**config.mk**
```make
export PLATFORM = sky130hd
export DESIGN_NAME = pair_borrow_subtractor
export DESIGN_NICKNAME = d
export VERILOG_FILES = /design/src/rtl/pair_borrow_subtractor.sv
export SDC_FILE = /design/constraint.sdc
export NUM_CORES = 1
export LEC_CHECK = 0
export ABC_AREA = 1
export BUFFER_PORTS_ARGS = -buffer_cell sky130_fd_sc_hd__buf_2
export CORE_MARGIN = 10
export CORE_UTILIZATION = 53
export DETAILED_ROUTE_END_ITERATION = 10
export GPL_TIMING_DRIVEN = 0
export PLACE_DENSITY = 0.78
export SLEW_MARGIN = 20
export SYNTH_ARGS = -nofsm -noshare
export SYNTH_HDL_FRONTEND = slang
export SYNTH_SLANG_ARGS = --single-unit
```
**constraint.sdc**
```tcl
create_clock -name clk -period 2.35 [get_ports clk]
set_input_delay 0.3525 -clock clk [delete_from_list [all_inputs] [get_ports clk]]
set_output_delay 0.3525 -clock clk [all_outputs]
set_load 0.02 [all_outputs]
```
**src/rtl/pair_borrow_subtractor.sv**
```systemverilog
`default_nettype none
// ============================================================================
// Module      : pair_borrow_subtractor
// Description : Digit-serial unsigned subtractor, diff = a - b - bin, two bits
//               per clock through one reused 2-bit lookahead-borrow slice.
// Revision    : 1.0 - initial release
// ============================================================================
module pair_borrow_subtractor #(
    parameter int WIDTH = 8
) (
    input  logic             clk,
    input  logic             reset,
    input  logic             start_valid,
    output logic             start_ready,
    input  logic [WIDTH-1:0] a,
    input  logic [WIDTH-1:0] b,
    input  logic             bin,
    output logic             done_valid,
    input  logic             done_ready,
    output logic [WIDTH-1:0] diff,
    output logic             bout
);

    localparam int c_DIGITS = WIDTH / 2;
    localparam int c_KW     = (c_DIGITS > 1) ? $clog2(c_DIGITS) : 1;
    localparam logic [c_KW-1:0] c_LAST = c_KW'(c_DIGITS - 1);

    typedef enum logic [1:0] {
        IDLE = 2'd0,
        RUN  = 2'd1,
        DONE = 2'd2
    } state_t;

    state_t           r_state;
    logic [WIDTH-1:0] r_a;
    logic [WIDTH-1:0] r_b;
    logic             r_borrow;
    logic [c_KW-1:0]  r_k;
    logic [WIDTH-1:0] r_diff;
    logic             r_bout;

    logic [1:0] w_x;
    logic [1:0] w_y;
    logic [1:0] w_g;
    logic [1:0] w_p;
    logic       w_br;
    logic [1:0] w_digit;

    // The latched operands shift down two bits per digit, so the slice
    // always works on the low pair.
    assign w_x     = r_a[1:0];
    assign w_y     = r_b[1:0];
    assign w_g     = ~w_x & w_y;
    assign w_p     = ~(w_x ^ w_y);
    assign w_br    = w_g[1] | (w_p[1] & w_g[0]) | (w_p[1] & w_p[0] & r_borrow);
    assign w_digit = w_x - w_y - {1'b0, r_borrow};

    always_ff @(posedge clk) begin
        if (reset) begin
            r_state  <= IDLE;
            r_a      <= '0;
            r_b      <= '0;
            r_borrow <= 1'b0;
            r_k      <= '0;
            r_diff   <= '0;
            r_bout   <= 1'b0;
        end else begin
            case (r_state)
                IDLE: begin
                    if (start_valid) begin
                        r_a      <= a;
                        r_b      <= b;
                        r_borrow <= bin;
                        r_k      <= '0;
                        r_diff   <= '0;
                        r_state  <= RUN;
                    end
                end
                RUN: begin
                    r_diff[{r_k, 1'b0} +: 2] <= w_digit;
                    r_borrow <= w_br;
                    r_a      <= r_a >> 2;
                    r_b      <= r_b >> 2;
                    r_k      <= r_k + 1'b1;
                    if (r_k == c_LAST) begin
                        r_bout  <= w_br;
                        r_state <= DONE;
                    end
                end
                DONE: begin
                    if (done_ready) begin
                        r_state <= IDLE;
                    end
                end
                default: r_state <= IDLE;
            endcase
        end
    end

    assign start_ready = (r_state == IDLE) & ~reset;
    assign done_valid  = (r_state == DONE);
    assign diff        = r_diff;
    assign bout        = r_bout;

endmodule
`default_nettype wire

```
After elaboration in Yosys (flattened, before gate mapping):

Index checks and enable logic that the tools add are counted.

* register bits after elaboration: 30
* bits of input ports: 21
* output and inout bits: 11
* word-level logic and storage cells: 50

* eq/ne operators: 6
* bitwise logic cells: 11
* shifts and indexed selects: 2
* muxes and demuxes: 15
* reduce and logical (&&, ||, !) cells: 5
* add/sub/neg operators: 4

Operator list (number)
* 8-bit case mux with 2 select lines: 3
* 8-bit two-way mux: 3
* 8-bit bitwise mux: 1
* 2-bit two-way mux: 4
* 2-bit by 5-bit variable shift with 8-bit output (first input constant): 1
* 2-bit by 5-bit variable part select with 8-bit output: 1
* 2-bit case mux with 3 select lines: 1
* 3-bit negator with 5-bit output: 1
* 1-bit AND: 4
* 2-bit equality test (second input constant): 2
* 2-bit inequality test (second input constant): 2
* 2-bit inverter: 2
* 2-bit case mux with 2 select lines: 1
* 2-bit AND reduction: 2
* 3-bit AND reduction: 1
* 2-bit by 1-bit adder with 2-bit output (second input constant): 1
* 2-bit AND: 1
* 2-bit by 1-bit equality test with 1-bit output (second input constant): 1
* 2-bit zero test: 1
* 2-bit by 1-bit inequality test with 1-bit output (second input constant): 1
* 1-bit bitwise OR: 2
* 1-bit case mux with 2 select lines: 1
* 2-bit nonzero test: 1
* 2-bit by 1-bit subtractor with 2-bit output: 1
* other kinds (4): 4

Logic depth before layout (Yosys ltp):

* depth in word-level cells: 6
* mapped depth: 10
* gate-level depth less buffers: 10

Worst setup path before layout:

No wires, ideal clock.

* path type: register to register
* start point: reg r_b[0]
* end point: reg r_diff[6], in the netlist diff[6]
* path buffers: 0
* cell stages (with the launch flop): 9
* required time: 2280 ps
* slack: 639 ps
* setup time: 70 ps
* arrival: 1640 ps
* clock period less this slack: 1711 ps
* cell sequence: dfxtp_1 > inv_1 > fa_1 > ha_1 > xor2_1 > nand2_1 > nor2_1 > nand2_1 > a21oi_1

* cells in the longest elaborated chain, start to end: 5

Ends and longest elaborated chain
* start, declared: RTL line 36 `logic [WIDTH-1:0] r_b;`
* start signal, assigned: RTL line 83 `r_b <= r_b >> 2;`
* 2-bit subtractor: RTL line 56 `assign w_digit = w_x - w_y - {1'b0, r_borrow};`
* 2-bit by 1-bit subtractor with 2-bit output: RTL line 56
* 2-bit by 5-bit variable part select with 8-bit output: RTL line 80 `r_diff[{r_k, 1'b0} +: 2] <= w_digit;`
* 8-bit bitwise mux: RTL line 80
* 8-bit case mux with 2 select lines: RTL line 68 `case (r_state)`
* end signal, assigned by index: RTL line 80
* end, declared: RTL line 39 `logic [WIDTH-1:0] r_diff;`

No other way between the ends.
A chain may end at the register's enable or synchronous reset.

Worst setup path in the final report:

Ends and elaborated chain as after synthesis.

==> metrics <==
CP Capture Type flop; CP arrival 2210 ps; fin util 68.8%; total core area 2520 um^2; GRT Resource Usage Total 14.4%; Peak VDD IR 759 uV; H-tree depth 2; Max-Cap Viols 0; worst-skew pair later-pin latency 340 ps; first-pass GRT wire length 6160 um; Hold Fails Final Rpt 0; Initial DRT Pass Iterations 6; DRC 0; Die Y-Extent 72.0 um; Slew headroom 67.9%; clk root buf clkbuf_4; dpl hpwl 2770 um; endpoints failing setup 0; status finished, final reports clean; Vias/cell 5.56; worst clock skew 12.5 ps; Cell variety after synth 25; post-synthesis sequential area ratio 41.8%; Die Area 5190 um^2; critical path fanouts, max 3; Tmin final 1940 ps; vias in the first global route 1385; placed cell area 1620 um^2; number of CTS-inserted buffers 5; Design Area, Final 1730 um^2; CTS tree yes; Synth Cell Area 1440 um^2; Avg Inst Size Synth 7.76 um^2; input/output buffers 30; Worst setup SP type flop; die width 72.0 um; Fmax achieved 0.515 GHz; Hold Buf Count CTS 0; CTS sink count 30; routed via count 1406; worst setup margin 408 ps; WL/cell 14.5 um; n_diodes 0; pre-CTS WS 465 ps; Ys Warns 0; leakage 0.000780 uW; share of post-route cells with drive strength above 1 23.3%; Starting Density 56.9%; Final #Nets 252; WP data required 2610 ps; CTS resizes 0; Fin Setup TNS 0 ps; Syn Nets 215; period utilization 82.6%; Syn Inst Count 185; Final Wtd Congestion 0.825; # IOs 32; Std-Cell Rows 18; Power, Total 1350 uW; HP Class primary input to flop; Reg clk slew, reported paths 100 ps; power per cell area 777 nW/um^2; CP Class flop to flop; 1st-iter DRT viols 112; Area Growth Syn to Fin 20.8%; Setup Fix Bufs, Post-CTS 0; Congestion Overflow GR 0; Worst Max-Slew Pin Slew 476 ps; initial antenna violation count 0; final wirelength 3660 um; post-route ant nets 0; RSZ-0062 raised after global routing no; CTS Buffer Depth 2; largest net degree at the start of global routing 11; post-synthesis register bit count 30; Pins Over Slew Limit 0
logic make-up after synthesis:
family	share of synthesized area, %
adder cells (fa/ha/maj)	8.37
XOR/XNOR	0.610
buffers and inverters	8.63
AND/OR/NAND/NOR	17.8
AO/OA/AOI/OAI	22.8
flip-flops	41.8
state kept, by name, indices dropped and copies added (netlist names):
| register | cells |
|---|---|
| r_k | 2 |
| r_borrow | 1 |
| r_a | 8 |
| diff | 8 |
| r_b | 8 |
| bout | 1 |
| r_state | 2 |
where the power goes:
part           switching, uW  leakage (uW)  internal [uW]
Sequential              25.6      0.000246            541
Clock                    188     0.0000585            360
Combinational            142      0.000476           90.0
synthesized netlist by cell type:
cell type   n  area share, %
xor2_1      1           0.61
o21ai_2     1           0.61
a21oi_1    31             11
buf_4       2            1.0
buf_2       3            1.0
nand3b_1    1           0.52
inv_1      16            4.2
nand2_1    28            7.3
nand4_1     3            1.3
nand2_2     2           0.87
nor2_4      1           0.78
clkbuf_1    3           0.78
o21ai_0    16            5.6
nand2_4     1           0.78
o21a_1      1           0.52
buf_6       1           0.78
inv_2       3           0.78
dfxtp_1    30             42
fa_1        1            1.4
nor2_1     10            2.6
o22ai_1    12            5.2
nor4_1      1           0.44
ha_1        8            7.0
nor3_1      1           0.35
nand3_1     8            2.8
worst max-delay path, cell delays in order (launching register included):
cell and delay, ps:
dfxtp_1 360, inv_1 70, fa_1 470, ha_1 300, xor2_1 210, nand2_1 110, nor2_1 140, nand2_1 80
a21oi_1 110
stage by stage:
stage / hold slack (ps) / instances
2_1_floorplan: 439 / 185
3_3_place_gp: 451 / 245
4_1_cts: 247 / 253
6_report: 253 / 253
5_1_grt: 250 / 253
3_5_place_dp: 458 / 245
layer usage:
metal  wire, um  vias to the layer above  global-route usage (%)
met1       1490                      642                    16.0
met4         78                        0                    6.45
met2       1860                       47                    24.1
li1           -                      706                       -
met3        229                       11                    5.03
met5          0                        -                       0
cells in the final DEF, fill, tap and decap left out:
cell type  count
a21oi_1       31
buf_2         33
buf_4          2
buf_6          1
bufinv_16      2
clkbuf_1       3
clkbuf_4       5
clkbuf_8       1
dfxtp_1       30
fa_1           1
ha_1           8
inv_1         16
inv_2          3
nand2_1       28
nand2_2        2
nand2_4        1
nand3_1        8
nand3b_1       1
nand4_1        3
nor2_1        10
nor2_4         1
nor3_1         1
nor4_1         1
o21a_1         1
o21ai_0       16
o21ai_2        1
o22ai_1       12
xor2_1         1
final cells by class:
class	instances	area [um^2]
Sequential cell	30	601
Timing Repair Buffer	30	150
Buffer	9	52.6
Clock buffer	6	51.3
Inverter	19	71.3
Clock inverter	2	60.1
Multi-Input combinational cell	127	711
Fill cell	221	788
Tap cell	30	37.5
worst paths after layout:
check | start | to | slack (ps) | depth (start not counted)
worst min register to register | diff[0] | diff[0] | 470 | 2
worst min-delay path | a[6] | r_a[6] | 250 | 3
worst max register to register | r_b[0] | diff[6] | 410 | 8
worst max-delay path | r_b[0] | diff[6] | 410 | 8
No activity file was read; power rests on OpenSTA's default activity.
